## src/rtl/calendario_fecha_pkg.sv

```systemverilog
// Shared definitions for the calendar date source: field widths, month
// numbers, month lengths and controller state encodings.
package calendario_fecha_pkg;

  localparam int ANCHO_DIA = 5;
  localparam int ANCHO_MES = 4;

  localparam logic [ANCHO_MES-1:0] ENE = 4'd1;
  localparam logic [ANCHO_MES-1:0] FEB = 4'd2;
  localparam logic [ANCHO_MES-1:0] MAR = 4'd3;
  localparam logic [ANCHO_MES-1:0] ABR = 4'd4;
  localparam logic [ANCHO_MES-1:0] MAY = 4'd5;
  localparam logic [ANCHO_MES-1:0] JUN = 4'd6;
  localparam logic [ANCHO_MES-1:0] JUL = 4'd7;
  localparam logic [ANCHO_MES-1:0] AGO = 4'd8;
  localparam logic [ANCHO_MES-1:0] SEP = 4'd9;
  localparam logic [ANCHO_MES-1:0] OCT = 4'd10;
  localparam logic [ANCHO_MES-1:0] NOV = 4'd11;
  localparam logic [ANCHO_MES-1:0] DIC = 4'd12;

  localparam logic [ANCHO_DIA-1:0] DIAS_30      = 5'd30;
  localparam logic [ANCHO_DIA-1:0] DIAS_31      = 5'd31;
  localparam logic [ANCHO_DIA-1:0] FEB_NORMAL   = 5'd28;
  localparam logic [ANCHO_DIA-1:0] FEB_BISIESTO = 5'd29;

  typedef enum logic {
    ESPERA    = 1'b0,
    ACTUALIZA = 1'b1
  } estado_t;

endpackage

```

## src/rtl/calendario_fecha_dias_del_mes.sv

```systemverilog
// Combinational month-length lookup: number of days in a month given the
// year mod 4 (0 means leap year). Out-of-range months report 31.
module dias_del_mes
  import calendario_fecha_pkg::*;
(
  input  logic [ANCHO_MES-1:0] mes,
  input  logic [1:0]           anio_mod4,
  output logic [ANCHO_DIA-1:0] dias_max
);

  // Month length table with the February leap-year special case
  always_comb begin
    dias_max = DIAS_31;
    case (mes)
      FEB:               dias_max = (anio_mod4 == 2'd0) ? FEB_BISIESTO : FEB_NORMAL;
      ABR, JUN, SEP, NOV: dias_max = DIAS_30;
      default:           dias_max = DIAS_31;
    endcase
  end

endmodule

```

## src/rtl/calendario_fecha.sv

```systemverilog
// Calendar date source: holds day/month/year-mod-4, advances one day per
// strobe, accepts validated parallel loads and pulses fecha_nueva whenever
// the date bus carries a freshly updated value.
module calendario_fecha
  import calendario_fecha_pkg::*;
#(
  parameter logic [1:0] ANIO_MOD4_INI = 2'd0,
  parameter bit         CHEQUEO_CARGA = 1'b1
) (
  input  logic                 clk,
  input  logic                 reset_L,
  input  logic                 avance_dia,
  input  logic                 carga,
  input  logic [ANCHO_DIA-1:0] dia_in,
  input  logic [ANCHO_MES-1:0] mes_in,
  input  logic [1:0]           anio_in,
  output logic [ANCHO_DIA-1:0] dia,
  output logic [ANCHO_MES-1:0] mes,
  output logic [1:0]           anio_mod4,
  output logic                 fecha_nueva,
  output logic                 fin_mes,
  output logic                 fin_anio,
  output logic                 error_carga
);

  estado_t              estado;
  logic [ANCHO_DIA-1:0] dias_actual;
  logic [ANCHO_DIA-1:0] dias_carga;
  logic                 carga_valida;
  logic                 fecha_ilegal;

  dias_del_mes u_dias_actual (
    .mes       (mes),
    .anio_mod4 (anio_mod4),
    .dias_max  (dias_actual)
  );

  dias_del_mes u_dias_carga (
    .mes       (mes_in),
    .anio_mod4 (anio_in),
    .dias_max  (dias_carga)
  );

  // Load acceptance: range check on month, then day against that month's length
  always_comb begin
    carga_valida = 1'b1;
    if (CHEQUEO_CARGA) begin
      carga_valida = (mes_in >= ENE) && (mes_in <= DIC) &&
                     (dia_in >= 5'd1) && (dia_in <= dias_carga);
    end
  end

  assign fecha_ilegal = (mes < ENE) || (mes > DIC) || (dia == 5'd0);

  // ACTUALIZA is held exactly in the cycles that follow an accepted strobe
  assign fecha_nueva = (estado == ACTUALIZA);

  // Controller and date registers; load takes priority over advance
  always_ff @(posedge clk) begin
    if (!reset_L) begin
      estado      <= ESPERA;
      dia         <= 5'd1;
      mes         <= ENE;
      anio_mod4   <= ANIO_MOD4_INI;
      fin_mes     <= 1'b0;
      fin_anio    <= 1'b0;
      error_carga <= 1'b0;
    end else begin
      fin_mes     <= 1'b0;
      fin_anio    <= 1'b0;
      error_carga <= 1'b0;
      if (carga) begin
        if (carga_valida) begin
          estado    <= ACTUALIZA;
          dia       <= dia_in;
          mes       <= mes_in;
          anio_mod4 <= anio_in;
        end else begin
          estado      <= ESPERA;
          error_carga <= 1'b1;
        end
      end else if (avance_dia) begin
        estado <= ACTUALIZA;
        if (fecha_ilegal) begin
          dia <= 5'd1;
          mes <= ENE;
        end else if (dia < dias_actual) begin
          dia <= dia + 5'd1;
        end else if (mes < DIC) begin
          dia     <= 5'd1;
          mes     <= mes + 4'd1;
          fin_mes <= 1'b1;
        end else begin
          dia       <= 5'd1;
          mes       <= ENE;
          anio_mod4 <= anio_mod4 + 2'd1;
          fin_mes   <= 1'b1;
          fin_anio  <= 1'b1;
        end
      end else begin
        estado <= ESPERA;
      end
    end
  end

endmodule

```

## config.mk

```make
export PLATFORM = sky130hd
export DESIGN_NAME = calendario_fecha
export DESIGN_NICKNAME = d
export VERILOG_FILES = /design/src/rtl/calendario_fecha_pkg.sv /design/src/rtl/calendario_fecha_dias_del_mes.sv /design/src/rtl/calendario_fecha.sv
export SDC_FILE = /design/constraint.sdc
export NUM_CORES = 1
export LEC_CHECK = 0
export ABC_CLOCK_PERIOD_IN_PS = 2500
export BUFFER_PORTS_ARGS = -buffer_cell sky130_fd_sc_hd__buf_2
export CORE_UTILIZATION = 52
export DETAILED_ROUTE_END_ITERATION = 8
export GPL_ROUTABILITY_DRIVEN = 1
export HOLD_SLACK_MARGIN = 0.1
export MAX_ROUTING_LAYER = met4
export PLACE_DENSITY_LB_ADDON = 0.3
export SYNTH_ARGS = -nofsm -noshare
export SYNTH_HDL_FRONTEND = slang
export SYNTH_SLANG_ARGS = --single-unit
```

## constraint.sdc

```tcl
create_clock -name clk -period 2.5 [get_ports clk]
set_input_delay 0.125 -clock clk [delete_from_list [all_inputs] [get_ports clk]]
set_output_delay 0.125 -clock clk [all_outputs]
set_load 0.1 [all_outputs]
```

# Yosys cells after proc, flatten, opt, wreduce, memory -nomap -nowiden
# Index checks and enable logic that the tools add are counted.
# W data, S select, Z words.
# totals
register_bits	15
in_bits	15
out_inout_bits	15
elab_cells	79
# classes
n_addsub	3
order_cmp	8
eq_ne	15
n_mux	27
bitwise_logic	2
n_reduce_logical	17
# ops
operator	count
$mux W5	5
$mux W4	6
$pmux W5 S2	2
$eq A4 B3 Y1 const B	4
$eq A4 B4 Y1 const B	4
$mux W2	6
$reduce_or A4 Y1	3
$eq A4 B2 Y1 const B	2
$mux W1	8
$ne A2 B2 Y1 const B	3
$add A5 B1 Y5 const B	1
$ge A5 B1 Y1 const B	1
$le A5 B5 Y1	1
$logic_not A5 Y1	1
$lt A5 B5 Y1	1
$reduce_and A5 Y1	1
$reduce_or A5 Y1	1
$add A4 B1 Y4 const B	1
$ge A4 B1 Y1 const B	1
$gt A4 B4 Y1 const B	1
$le A4 B4 Y1 const B	1
$logic_not A2 Y1	2
$lt A4 B1 Y1 const B	1
$lt A4 B4 Y1 const B	1
9 further kinds	14

# Longest topological paths before layout
# logic_depth
word_depth	8
depth_mapped	10
mapped_depth_nobuf	9

# Modules after synthesis
# A second synthesis with hierarchy kept.
# hier_totals
cells_unflattened	166
area_unflattened_um2	1332.5
# by_module_without_submodules
module	n_inst	cells_each	area_each_um2
calendario_fecha	1	146	1187.4
dias_del_mes	2	10	72.6

# Worst setup path before layout
# No wires, ideal clock.
# synth_path
kind	register to register
start	register mes[0]
end	register mes[2]
setup_ns	0.132
t_arrival_ns	2.825
path_slack_ns	-0.458
stages_incl_launch_ff	11
n_path_buf	1
path_cell_list	dfxtp_1 inv_1 ha_1 nand2b_1 nor2_1 ha_1 o2111ai_1 a31o_1 buf_2 a221oi_1 o32ai_1
# synth_between
elab_chain_len	6
elab_cells_between_ends	21
classes_between	add/sub (1); order compare (4); eq/ne (6); mux (6); reduce/logical (4)
# synth_lines
element	line	source
start: declaration	calendario_fecha.sv:18	output logic [ANCHO_MES-1:0] mes,
start signal: assignment	calendario_fecha.sv:76	mes <= mes_in;
start signal: assignment	calendario_fecha.sv:91	mes <= mes + 4'd1;
$eq A4 B3 Y1 (tied with other cells)	calendario_fecha_dias_del_mes.sv:14	case (mes)
$reduce_or A4 Y1 (tied with other cells)	calendario_fecha_dias_del_mes.sv:14	
$pmux W5 S2 (tied with other cells)	calendario_fecha_dias_del_mes.sv:14	
$lt A5 B5 Y1 or $mux W4 (tied branches)	calendario_fecha.sv:87, calendario_fecha.sv:84	
$ne A3 B3 Y1 (no line) or $mux W4 (tied branches)	n/a	
$reduce_and A3 Y1 (no line) or $mux W4 (tied branches)	n/a	
# Parallel ways exist; a longest one is shown, timed or not. The select of a mux whose other input is x is not followed.
# A chain may end at the register's enable or synchronous reset.

# Final worst setup path
# layout_path
start	register mes[0]
end	register anio_mod4[0]
# layout_between
elab_chain_len	6
elab_cells_between_ends	17
classes_between	order compare (4); eq/ne (8); mux (1); reduce/logical (4)
# layout_lines
element	line	source
$eq A4 B3 Y1 or $eq A4 B4 Y1 (tied branches)	calendario_fecha_dias_del_mes.sv:14	
$reduce_or A4 Y1	calendario_fecha_dias_del_mes.sv:14	
$pmux W5 S2	calendario_fecha_dias_del_mes.sv:14	
$lt A5 B5 Y1	calendario_fecha.sv:87	end else if (dia < dias_actual) begin
$ne A2 B2 Y1 (no line)	n/a	
$reduce_and A5 Y1 (no line) (*)	n/a	
end signal: assignment	calendario_fecha.sv:77	anio_mod4 <= anio_in;
end signal: assignment	calendario_fecha.sv:96	anio_mod4 <= anio_mod4 + 2'd1;
end: declaration	calendario_fecha.sv:19	output logic [1:0] anio_mod4,
# Mark *: on every way between the ends. The rest lies on a longest branch, timed or not.

==> impl_metrics.toml <==
[timing]
min_period_over_period_pct = 93.3
setup_viol = 0
rsz0062_at_grt = "no"
hold_violations = 0
max_freq_mhz = 429
drv_slew = 0
finClkSkew_ns = 0.00821
period_needed_ns = 2.33
tns_ns = 0
tightest_slew_ns = 0.506
slew_headroom_pct = 66.0

[setup_path]
cp_max_fo = 12
startpoint = "mes[0]$_SDFFE_PN1P_"
path_cells = "inv_1 -> ha_1 -> nand2b_1 -> nor2_1 -> ha_1 -> o2111ai_1 -> a31o_1 -> nor4_1 -> a2111oi_2"
criticalPathCategory = "reg -> reg"
cp_slowest_stage_delay_ns = 0.41
critPathLaunchType = "register"
crit_arrival_ns = 2.53
r2r_start = "mes[0]$_SDFFE_PN1P_"
required_ns = 2.70
crit_family = "compound AO/OA/AOI/OAI gates"
end_kind = "register"
cpMostUsedCell = "ha_1"
critPathBufInv = 1
cpMaxStageDelayCell = "a31o_1"

[floorplanning]
num_rows = 17
dieArea_um2 = 2500
die_w_um = 50.0
die_y_um = 50.0
coreArea_um2 = 2190
initial_core_util_pct = 54.8
io_pins = 30

[routing]
final_antenna_net_count = 0
routedWlPerCell_um = 15.9
drtPass1Iterations = 4
vias = 1194
wl_mm = 3.09
detail_route.iter0.violations = 34
routed_via_density = 6.15
drcViolationCount = 0

[synth]
synthFlopType = "dfxtp_1"
ys_seq_area_share_pct = 25.0
synth_simple_gate_area_share_pct = 20.9
synth_top_area_cell = "dfxtp_1"
yosys-top-cells-area = "dfxtp_1 (25%), ha_1 (11%), inv_1 (4.1%), nand2_1 (4.1%), a211oi_1 (3.1%)"
synth-compound-area-share_pct = 34.2
async_reset_ff_share_pct = 0
synth_top_area_share_pct = 25.0
synth.distinct_cells = 52
synth_enable_flop_cells = 0
netlist_instances = 135
synth_seq_cells = 15
synth.avg_cell_area_um2 = 8.89
synthAdderAreaFrac_pct = 11.5
synthMuxAreaShare_pct = 1.77
synth-xor-area-share_pct = 0
yosysWarnings = 0
synth_fp_nets = 161
syn_area_um2 = 1200
synth_top_family_by_area = "compound AO/OA/AOI/OAI gates"

[power_and_ir_drop]
total_switching_power_w = 0.000369
swShare_pct = 47.0
combPwrFrac_pct = 44.6
p_per_area_nw_per_um2 = 553
p_leak_nw = 0.621
p_clk_share_pct = 18.8
ir_drop_v = 0.000368
p_int_w = 0.000416
seqPwrFrac_pct = 36.6

[cts]
cts_resized = 0
numCtsBuffers = 3
htreeDepth = 1
path_clk_slew_ns = 0.10
clk-insertion-delay-late_ns = 0.29
cts_tree = "yes"
cts_sinks = 15
cts_buffer_depth = 2
clockRootBuffer = "clkbuf_4"

[global_routing]
gr-total-overflow = 0
grt_usage_pct = 27.8
grt_antenna_before_repair = 0
grt_max_degree = 13
grt_pass1_vias = 1107
grt_pass1_wl_mm = 5.16

[min_path]
hp-start = "avance_dia"
hp-class = "in -> reg"

[finish]
regArea_um2 = 310
num-nets-final = 193
drive_gt1_share_pct = 34.9
post-route-util_pct = 64.8
multi_input_area_um2 = 820
diodes = 0
fillCellCount = 195
area_delta_synth_final_pct = 18.2
most-common-layout-cells = "buf_2 (29), inv_1 (13), nand2_1 (13)"
layout_commonest_cell = "buf_2"

[place]
numPortBuffers = 29
detailed_place_hpwl_mm = 2.39
place_congestion = 0.902

[run_status]
status = "finished clean"

[job]
maxCapViolCount = 0
==> worst paths after layout <==
| kind | end | slack [ns] | cells after the start |
|---|---|---|---|
| setup reg to reg | anio_mod4[0]$_SDFFE_PN0P_ | 0.17 | 9 |
| hold / removal | fin_mes$_SDFF_PP0_ | 0.10 | 3 |
| setup / recovery | anio_mod4[0]$_SDFFE_PN0P_ | 0.17 | 9 |
| hold reg to reg | anio_mod4[1]$_SDFFE_PN0P_ | 0.48 | 2 |
==> metal layers <==
metal  up-vias  routed length, um  GRT usage (%)
li1        589                  -              -
met1       545               1320           34.0
met2        56               1540           46.7
met3         4                205           3.40
met4         0                 29           9.05
met5         -                  0              -
==> logic make-up (layout without fill, tap and decap cells) <==
family / count (synthesis) / in the layout
DFF: 15 / 15
AOI/OAI and AO/OA: 44 / 44
buffers and inverters: 20 / 51
adders and majority gates: 11 / 11
muxes: 2 / 2
and+or+nand+nor: 43 / 43
==> flip-flops by register name, indices dropped and copies added (netlist names) <==
signal	count
anio_mod4	2
dia	5
error_carga	1
fecha_nueva	1
fin_anio	1
fin_mes	1
mes	4
==> area by class of cell <==
type / instances / share of cell area, %
clock buffers: 3 / 1.59
clock inverters: 1 / 0.353
inverters: 15 / 3.97
multi-input cells: 100 / 57.8
flip-flops and latches: 15 / 21.9
well taps: 28 / 2.47
repair buffers: 32 / 12.0
==> power by group through the flow <==
stage	Sequential, W	Combinational (W)	Clock [W]
floorplan	0.000418	0.000140	0
global placement	0.000291	0.000338	0
detailed placement	0.000292	0.000345	0
CTS	0.000286	0.000348	0.000146
global route	0.000291	0.000373	0.000157
finish	0.000287	0.000350	0.000148
==> worst register-to-register path: stages, from the launching register on <==
cell	delay [ns]
dfxtp_4	0.37
inv_1	0.14
ha_1	0.19
nand2b_1	0.08
nor2_1	0.11
ha_1	0.25
o2111ai_1	0.26
a31o_1	0.41
nor4_1	0.13
a2111oi_2	0.29
==> Yosys cell counts, types with 2 or more instances <==
library cell,number
a211oi_1,5
a21o_1,2
a21oi_1,3
a22o_1,3
a31oi_1,3
a32oi_1,3
buf_2,4
dfxtp_1,15
ha_1,11
inv_1,13
inv_2,2
nand2_1,13
nand2b_1,2
nand3_1,3
nand4_1,2
nor2_1,6
nor3_1,3
nor4_1,2
nor4_2,2
o2111ai_1,2
o211ai_1,3
o21ai_0,2
or4_1,2
==> stage by stage <==
stage | worst slack [ns] | area (um2) | cells | hold slack [ns] | total power (W)
finish | 0.169 | 1420 | 194 | 0.103 | 0.000784
global route | 0.000826 | 1420 | 194 | 0.112 | 0.000821
CTS | 0.196 | 1420 | 194 | 0.103 | 0.000780
detailed placement | 0.205 | 1380 | 189 | 0.403 | 0.000637
global placement | 0.372 | 1380 | 189 | 0.402 | 0.000629
floorplan | 0.0342 | 1210 | 135 | 0.252 | 0.000559
==> repair_timing <==
action,in CTS,in global routing
hold buffers,1,0
hold endpoints to repair,1,0
buffers inserted,0,0
endpoints found under the setup margin,0,0
(Power assumes the default switching activity.)
